## config.mk

```make
export PLATFORM = sky130hd
export DESIGN_NAME = sram_arbiter
export DESIGN_NICKNAME = d
export VERILOG_FILES = /design/src/rtl/sram_arbiter.sv
export SDC_FILE = /design/constraint.sdc
export NUM_CORES = 1
export LEC_CHECK = 0
export ABC_CLOCK_PERIOD_IN_PS = 8800
export CAP_MARGIN = 5
export CORE_UTILIZATION = 47
export DETAILED_ROUTE_END_ITERATION = 6
export MAX_ROUTING_LAYER = met4
export PLACE_DENSITY = 0.87
export SLEW_MARGIN = 20
export SYNTH_ARGS = -nofsm -noshare
export SYNTH_HDL_FRONTEND = slang
export SYNTH_SLANG_ARGS = --single-unit
export TNS_END_PERCENT = 100
```

## constraint.sdc

```tcl
create_clock -name i_clk -period 8.8 [get_ports i_clk]
set_clock_uncertainty 0.05 [all_clocks]
set_input_delay 0.88 -clock i_clk [delete_from_list [all_inputs] [get_ports i_clk]]
set_output_delay 0.88 -clock i_clk [all_outputs]
set_load 0.005 [all_outputs]
```

## src/rtl/sram_arbiter.sv

```systemverilog
// Two-port round-robin arbiter in front of a single-outstanding SRAM controller.
// Port 0 is instruction fetch and port 1 is the LSU; a stuck transaction is aborted after TIMEOUT wait cycles.
module sram_arbiter #(
  parameter int TIMEOUT = 255
) (
  input  logic        i_clk,
  input  logic        i_rst,
  input  logic        i_p0_req,
  input  logic        i_p1_req,
  input  logic        i_p0_wren,
  input  logic        i_p1_wren,
  input  logic [17:0] i_p0_addr,
  input  logic [17:0] i_p1_addr,
  input  logic [31:0] i_p0_wdata,
  input  logic [31:0] i_p1_wdata,
  input  logic [3:0]  i_p0_bmask,
  input  logic [3:0]  i_p1_bmask,
  output logic        o_p0_ack,
  output logic        o_p1_ack,
  output logic        o_p0_err,
  output logic        o_p1_err,
  output logic [31:0] o_p0_rdata,
  output logic [31:0] o_p1_rdata,
  output logic [17:0] o_mem_addr,
  output logic [31:0] o_mem_wdata,
  output logic [3:0]  o_mem_bmask,
  output logic        o_mem_wren,
  output logic        o_mem_rden,
  input  logic [31:0] i_mem_rdata,
  input  logic        i_mem_ack,
  output logic        o_busy
);

  typedef enum logic [1:0] {IDLE, ISSUE, WAIT, DONE} state_t;

  localparam logic [9:0] TIMEOUT_CNT = 10'(TIMEOUT);

  state_t      state;
  state_t      state_next;
  logic        grant;
  logic        last;
  logic        pick;
  logic        wren;
  logic        start;
  logic        finish;
  logic        timeout_hit;
  logic [9:0]  count;
  logic [9:0]  count_inc;

  assign count_inc = count + 10'd1;
  assign o_busy    = (state != IDLE);

  always_ff @(posedge i_clk or posedge i_rst) begin
    if (i_rst) state <= IDLE;
    else       state <= state_next;
  end

  // On a tie the port not served last wins; otherwise the lone requester wins.
  always_comb begin
    state_next  = state;
    start       = 1'b0;
    finish      = 1'b0;
    timeout_hit = 1'b0;
    pick        = (i_p0_req && i_p1_req) ? ~last : i_p1_req;
    case (state)
      IDLE: begin
        if (i_p0_req || i_p1_req) begin
          start      = 1'b1;
          state_next = ISSUE;
        end
      end
      ISSUE: begin
        if (i_mem_ack) begin
          finish     = 1'b1;
          state_next = DONE;
        end else begin
          state_next = WAIT;
        end
      end
      WAIT: begin
        if (i_mem_ack) begin
          finish     = 1'b1;
          state_next = DONE;
        end else if (count_inc == TIMEOUT_CNT) begin
          finish      = 1'b1;
          timeout_hit = 1'b1;
          state_next  = DONE;
        end
      end
      DONE: state_next = IDLE;
      default: state_next = IDLE;
    endcase
  end

  // Request fields are captured once at grant and held until the next grant.
  always_ff @(posedge i_clk or posedge i_rst) begin
    if (i_rst) begin
      grant       <= 1'b0;
      last        <= 1'b1;
      wren        <= 1'b0;
      count       <= '0;
      o_mem_addr  <= '0;
      o_mem_wdata <= '0;
      o_mem_bmask <= '0;
      o_mem_wren  <= 1'b0;
      o_mem_rden  <= 1'b0;
      o_p0_ack    <= 1'b0;
      o_p1_ack    <= 1'b0;
      o_p0_err    <= 1'b0;
      o_p1_err    <= 1'b0;
      o_p0_rdata  <= '0;
      o_p1_rdata  <= '0;
    end else begin
      o_mem_wren <= 1'b0;
      o_mem_rden <= 1'b0;
      o_p0_ack   <= 1'b0;
      o_p1_ack   <= 1'b0;
      o_p0_err   <= 1'b0;
      o_p1_err   <= 1'b0;

      if (start) begin
        grant       <= pick;
        wren        <= pick ? i_p1_wren : i_p0_wren;
        o_mem_addr  <= pick ? i_p1_addr : i_p0_addr;
        o_mem_wdata <= pick ? i_p1_wdata : i_p0_wdata;
        o_mem_bmask <= pick ? i_p1_bmask : i_p0_bmask;
        o_mem_wren  <= pick ? i_p1_wren : i_p0_wren;
        o_mem_rden  <= pick ? ~i_p1_wren : ~i_p0_wren;
      end

      if (state == ISSUE)     count <= '0;
      else if (state == WAIT) count <= count_inc;

      // Writes and aborted transactions both return zero read data.
      if (finish) begin
        if (grant) begin
          o_p1_ack   <= 1'b1;
          o_p1_err   <= timeout_hit;
          o_p1_rdata <= (timeout_hit || wren) ? 32'h0 : i_mem_rdata;
        end else begin
          o_p0_ack   <= 1'b1;
          o_p0_err   <= timeout_hit;
          o_p0_rdata <= (timeout_hit || wren) ? 32'h0 : i_mem_rdata;
        end
      end

      if (state == DONE) last <= grant;
    end
  end

endmodule
```

==> results.json, run 1 <==
{
  "synthArstFlopShare": 1.00,
  "syn_nets": 779,
  "critPathMaxFanout": 34,
  "drc": 5,
  "drt_iter0_markers": 642,
  "synth_edf_count": 0,
  "critPathRequiredTime_ps": 9060,
  "crit_start": "count[1]$_DFFE_PP0P_",
  "tritoncts": "yes",
  "rr_worst_depth": 8,
  "critPathCaptureType": "register",
  "synth-main-ff-cell": "dfrtp_1",
  "die_y_um": 121,
  "dpl.cell_count": 1030,
  "power_mw": 3.04,
  "vias_per_cell": 5.59,
  "synth_cell_types": 47,
  "postRouteAntennaNets": 0,
  "yosys-top-cells-area": "dfrtp_1, o31ai_1, mux2i_1, o21ai_0, nand2_1",
  "insertion_delay_ps": 420,
  "gr-total-overflow": 0,
  "holdWs_ps": 426,
  "setup_viol": 0,
  "min_period_over_period": 0.340,
  "start_kind": "register",
  "drive_above_1_share": 0.0692,
  "final_util": 0.714,
  "final_hold_viol_count": 0,
  "period_needed_ps": 2990,
  "clock-root-buffer": "clkbuf_16",
  "clockBufferDepth": 2,
  "fin_ws_ps": 5810,
  "fmax_mhz": 334,
  "antenna_found_initial": 0,
  "cts.sinks": 139,
  "syn_area_um2": 6640,
  "critical_path_class": "reg2reg",
  "nNetsFinal": 1023,
  "synth.most_common_cell": "dfrtp_1",
  "diodes": 0,
  "ff2ff_setup_slack_ps": 5810,
  "routed_wl_um": 19500,
  "r2r_end": "o_p0_rdata[22]$_DFFE_PP0P_",
  "clk_pin_slew_ps": 60,
  "leakagePower_nw": 4.25,
  "yosysTopAreaCellShare": 0.520,
  "endpoint": "o_p0_rdata[22]$_DFFE_PP0P_",
  "core_um2": 13800,
  "grt_pass1_wl_um": 29800,
  "ir_drop_v": 0.000181,
  "ctsHoldBuffers": 0,
  "routed-via-count": 5930,
  "drv_cap": 0,
  "track_usage": 0.275,
  "final_max_slew_viol_count": 0,
  "cts_htree_levels": 4,
  "hold_class": "reg2reg",
  "seq_area_um2": 3480,
  "tns_ps": 0,
  "worstMarginPinSlew_ps": 925,
  "rsz0062_at_grt": "false",
  "ioPinCount": 272,
  "dr.pass1.iters": 7,
  "synth_common_cells": "dfrtp_1, o31ai_1, nand2_1, o21ai_0, mux2i_1",
  "powerDensity_nw_per_um2": 308,
  "nFillCells": 985,
  "grt_max_degree": 111,
  "violations": "DRC",
  "worst_slew_margin_rel": 0.383,
  "fp-row-count": 43,
  "status": "complete, but fails checks",
  "hold_start": "o_mem_wdata[28]$_DFFE_PP0P_",
  "post_dp_cell_area_um2": 9350,
  "dp.final_hpwl_um": 13300,
  "ys_seq_elements": 139,
  "multi_input_comb_area_um2": 2690,
  "avgSynthCellArea_um2": 10.6,
  "cts_resized": 0,
  "final_cell_count_no_fill": 1061,
  "grt_pass1_vias": 5668,
  "ys_seq_area_frac": 0.524,
  "chipWidth_um": 121,
  "syn_inst": 625,
  "port_buffers": 271,
  "syn_to_final_growth_pct": 48.7,
  "r2r_start": "count[1]$_DFFE_PP0P_",
  "cp.arrival_ps": 3250,
  "dp_worst_setup_slack_ps": 5630,
  "initial_core_util": 0.480,
  "yosys_warnings": 0,
  "gp_congestion": 0.797,
  "die-area_um2": 14600,
  "cts_inserted_buffers": 17,
  "yosys.area.top_type": "dfrtp_1",
  "postCtsSetupRepairBufs": 0,
  "wl_per_cell_um": 18.3,
  "fin_area_um2": 9870
}
layer usage:
layer	wire, um	GRT usage
met3	1200	0.0569
met1	8060	0.345
met4	453	0.0972
met2	9750	0.441
met5	0	-
cell families after synthesis:
family,share of synthesized area
AOI/OAI and AO/OA,0.221
DFF,0.524
and+or+nand+nor,0.0763
buffers and inverters,0.0743
muxes,0.0895
adders and majority gates,0.0132
xor gates and xnor gates,0.00132
flip-flops by register name, indices dropped and copies added (netlist names), 2 cells and up:
signal	count
count	10
o_mem_addr	18
o_mem_bmask	4
o_mem_wdata	32
o_p0_rdata	32
o_p1_rdata	32
state	2
placed cells by master (no fill, tap or decap), drive strengths merged, types with 2 or more instances in the layout:
cell / n
dfrtp: 138
o221ai: 2
nor2: 15
nand3: 3
buf: 8
inv: 46
a21oi: 3
clkdlybuf4s50: 271
nand4: 2
a22o: 3
mux2i: 56
clkinvlp: 2
nand2: 66
o21ai: 64
nand2b: 4
clkinv: 7
nand4b: 2
nor3: 3
and2: 2
and3: 2
mux2: 3
clkbuf: 23
or2: 2
o31ai: 129
ha: 7
o22ai: 3
worst min-delay path by stage:
stage	endpoint	slack, ps	cells past startpoint
6_report	o_mem_wdata[28]$_DFFE_PP0P_	430	2
5_1_grt	o_mem_addr[11]$_DFFE_PP0P_	460	2
4_1_cts	o_mem_wdata[13]$_DFFE_PP0P_	430	2
3_5_place_dp	o_mem_wdata[28]$_DFFE_PP0P_	420	2
3_3_place_gp	o_mem_wdata[28]$_DFFE_PP0P_	410	2
2_1_floorplan	o_mem_addr[0]$_DFFE_PP0P_	420	2
critical path: stages, from the launching register on:
cell and delay (ps):
dfrtp_1 460, ha_1 310, nand4_1 180, xnor2_1 200, a31oi_4 250, o21ba_2 710, buf_4 480, o31ai_1 140
o31ai_1 100
power by group:
part | total (mW) | switching [mW] | internal (mW)
sequential | 1.06 | 0.164 | 0.900
clock | 0.634 | 0.257 | 0.377
combinational | 1.35 | 0.662 | 0.683
total | 3.04 | 1.08 | 1.96
final cells by class:
| cell class | count | area share |
|---|---|---|
| clock buffers | 23 | 0.0484 |
| clock inverters | 8 | 0.00456 |
| inverters | 47 | 0.0184 |
| multi-input cells | 385 | 0.273 |
| flip-flops and latches | 139 | 0.352 |
| well taps | 180 | 0.0228 |
| repair buffers | 279 | 0.281 |
No activity file was read; power rests on OpenSTA's default activity.
==> run 2, diff against run 1 <==
--- a/config.mk
+++ b/config.mk
@@ -5,12 +5,12 @@
 export SDC_FILE = /design/constraint.sdc
 export NUM_CORES = 1
 export LEC_CHECK = 0
-export ABC_CLOCK_PERIOD_IN_PS = 8800
+export ABC_CLOCK_PERIOD_IN_PS = 2500
 export CAP_MARGIN = 5
-export CORE_UTILIZATION = 47
+export CORE_UTILIZATION = 39
 export DETAILED_ROUTE_END_ITERATION = 6
 export MAX_ROUTING_LAYER = met4
-export PLACE_DENSITY = 0.87
+export PLACE_DENSITY = 0.77
 export SLEW_MARGIN = 20
 export SYNTH_ARGS = -nofsm -noshare
 export SYNTH_HDL_FRONTEND = slang
==> constraint.sdc (replaced) <==
create_clock -name i_clk -period 2.5 [get_ports i_clk]
set_clock_uncertainty 0.05 [all_clocks]
set_input_delay 0.25 -clock i_clk [delete_from_list [all_inputs] [get_ports i_clk]]
set_output_delay 0.25 -clock i_clk [all_outputs]
set_load 0.005 [all_outputs]
==> run 2 against run 1 <==
The flow now finishes without violations. Sequential power rose to 3.5 times the previous value. Setup slack worse by 5600 ps. Die area rose by 20%. Fmax grew 29%. Sequential share of layout area fell by 1.2 points. Critical path type unchanged. Critical endpoint is now o_p1_rdata[24]$_DFFE_PP0P_. Highest routed layer unchanged.
==> results.json, run 2 (synthesized netlist as in run 1, its figures left out) <==
{
  "status": "finished, final reports clean",
  "drv_cap": 0,
  "die_y_um": 132,
  "track_usage": 0.228,
  "ctsHoldBuffers": 0,
  "reg_top3": "o_mem_wdata x32, o_p0_rdata x32, o_p1_rdata x32",
  "hold_class": "in2async",
  "rsz0062_at_grt": "false",
  "routed_wl_um": 18900,
  "critPathRequiredTime_ps": 2720,
  "vias_per_cell": 5.25,
  "gp_congestion": 0.845,
  "cts_htree_levels": 4,
  "fp-row-count": 47,
  "seq_area_um2": 3480,
  "final_hold_viol_count": 0,
  "die-area_um2": 17500,
  "critPathMaxFanout": 21,
  "powerDensity_nw_per_um2": 1090,
  "final_cell_count_no_fill": 1112,
  "core_um2": 16600,
  "start_kind": "register",
  "nNetsFinal": 1035,
  "leakagePower_nw": 4.38,
  "grt_pass1_wl_um": 30600,
  "multi_input_comb_area_um2": 2710,
  "worst_slew_margin_rel": 0.715,
  "critPathCaptureType": "register",
  "tritoncts": "yes",
  "antenna_found_initial": 0,
  "tns_ps": 0,
  "wl_per_cell_um": 17.0,
  "clockBufferDepth": 2,
  "syn_to_final_growth_pct": 53.8,
  "diodes": 0,
  "mostFrequentLayoutCells": "clkdlybuf4s50_1, dfrtp_1, o31ai_1",
  "drive_above_1_share": 0.0863,
  "fmax_mhz": 433,
  "clock-root-buffer": "clkbuf_16",
  "drt_iter0_markers": 303,
  "cp.arrival_ps": 2530,
  "insertion_delay_ps": 410,
  "final_common_cell": "clkdlybuf4s50_1",
  "setup_viol": 0,
  "cts.sinks": 139,
  "grt_pass1_vias": 5874,
  "nFillCells": 1349,
  "min_period_over_period": 0.925,
  "worstMarginPinSlew_ps": 427,
  "port_buffers": 271,
  "grt_max_degree": 109,
  "ioPinCount": 272,
  "period_needed_ps": 2310,
  "final_util": 0.616,
  "critical_path_class": "reg2reg",
  "chipWidth_um": 132,
  "postRouteAntennaNets": 0,
  "dp.final_hpwl_um": 13600,
  "routed-via-count": 5833,
  "initial_core_util": 0.400,
  "cts_inserted_buffers": 17,
  "ir_drop_v": 0.000577,
  "dp_worst_setup_slack_ps": 147,
  "gr-total-overflow": 0,
  "holdWs_ps": 76.1,
  "clk_pin_slew_ps": 60,
  "dr.pass1.iters": 5,
  "fin_ws_ps": 189,
  "drc": 0,
  "final_max_slew_viol_count": 0,
  "dpl.cell_count": 1082
}
-- run 2: cell count changes in the layout (fill, tap and decap cells not counted), sizes merged --
cell	delta
buf	+12
bufinv	+3
clkbuf	-5
clkinv	-2
clkinvlp	+4
inv	-1
-- run 2: per-layer routing --
layer  global-route usage  wire, um  part of all wire
met5                    -         0                 0
met4               0.0805       506             0.027
met3               0.0540      1160             0.061
met2                0.362      9370              0.50
met1                0.284      7870              0.42
-- run 2: layout make-up --
class / instances / share of cell area
Clock inverter: 12 / 0.0148
Multi-Input combinational cell: 385 / 0.265
Clock buffer: 18 / 0.0420
Timing Repair Buffer: 291 / 0.293
Tap cell: 220 / 0.0270
Sequential cell: 139 / 0.341
Inverter: 47 / 0.0176
-- run 2: critical path, stage by stage, from the launching register on --
cell	delay (ps)
dfrtp_1	450
ha_2	260
nand4_1	170
xnor2_2	210
a31oi_4	120
or3_4	430
nand2_4	190
buf_12	190
o31ai_1	90
-- run 2: report_power, final --
part           total [mW]  internal, mW  switching [mW]
clock network        2.49          1.55           0.941
logic                4.91          2.59            2.32
registers            3.72          3.16           0.556
total                11.1          7.30            3.82
-- run 2: what timing repair did --
action | 4_1_cts | 5_1_grt
buffers inserted | 0 | 0
setup endpoints to repair | 0 | 51
endpoints found under the hold margin | 0 | 0
gates resized for setup | 0 | 3
-- run 2: worst paths after layout --
path	slack, ps	end	cells after the start	from
worst max-delay path	190	o_p1_rdata[24]$_DFFE_PP0P_	8	count[0]$_DFFE_PP0P_
worst min register to register	430	o_mem_addr[6]$_DFFE_PP0P_	2	o_mem_addr[6]$_DFFE_PP0P_
worst max register to register	190	o_p1_rdata[24]$_DFFE_PP0P_	8	count[0]$_DFFE_PP0P_
min in group i_clk	360	o_p1_rdata[13]$_DFFE_PP0P_	3	i_mem_rdata[13]
worst min-delay path	80	o_p1_rdata[25]$_DFFE_PP0P_	2	i_rst
max in group asynchronous	1770	o_p1_rdata[7]$_DFFE_PP0P_	3	i_rst
-- run 2: stage by stage --
stage | area, um2 | total power, mW
2_1_floorplan | 6640 | 5.95
3_3_place_gp | 9610 | 8.55
3_5_place_dp | 9610 | 8.66
4_1_cts | 10200 | 11.2
5_1_grt | 10200 | 11.8
6_report | 10200 | 11.1
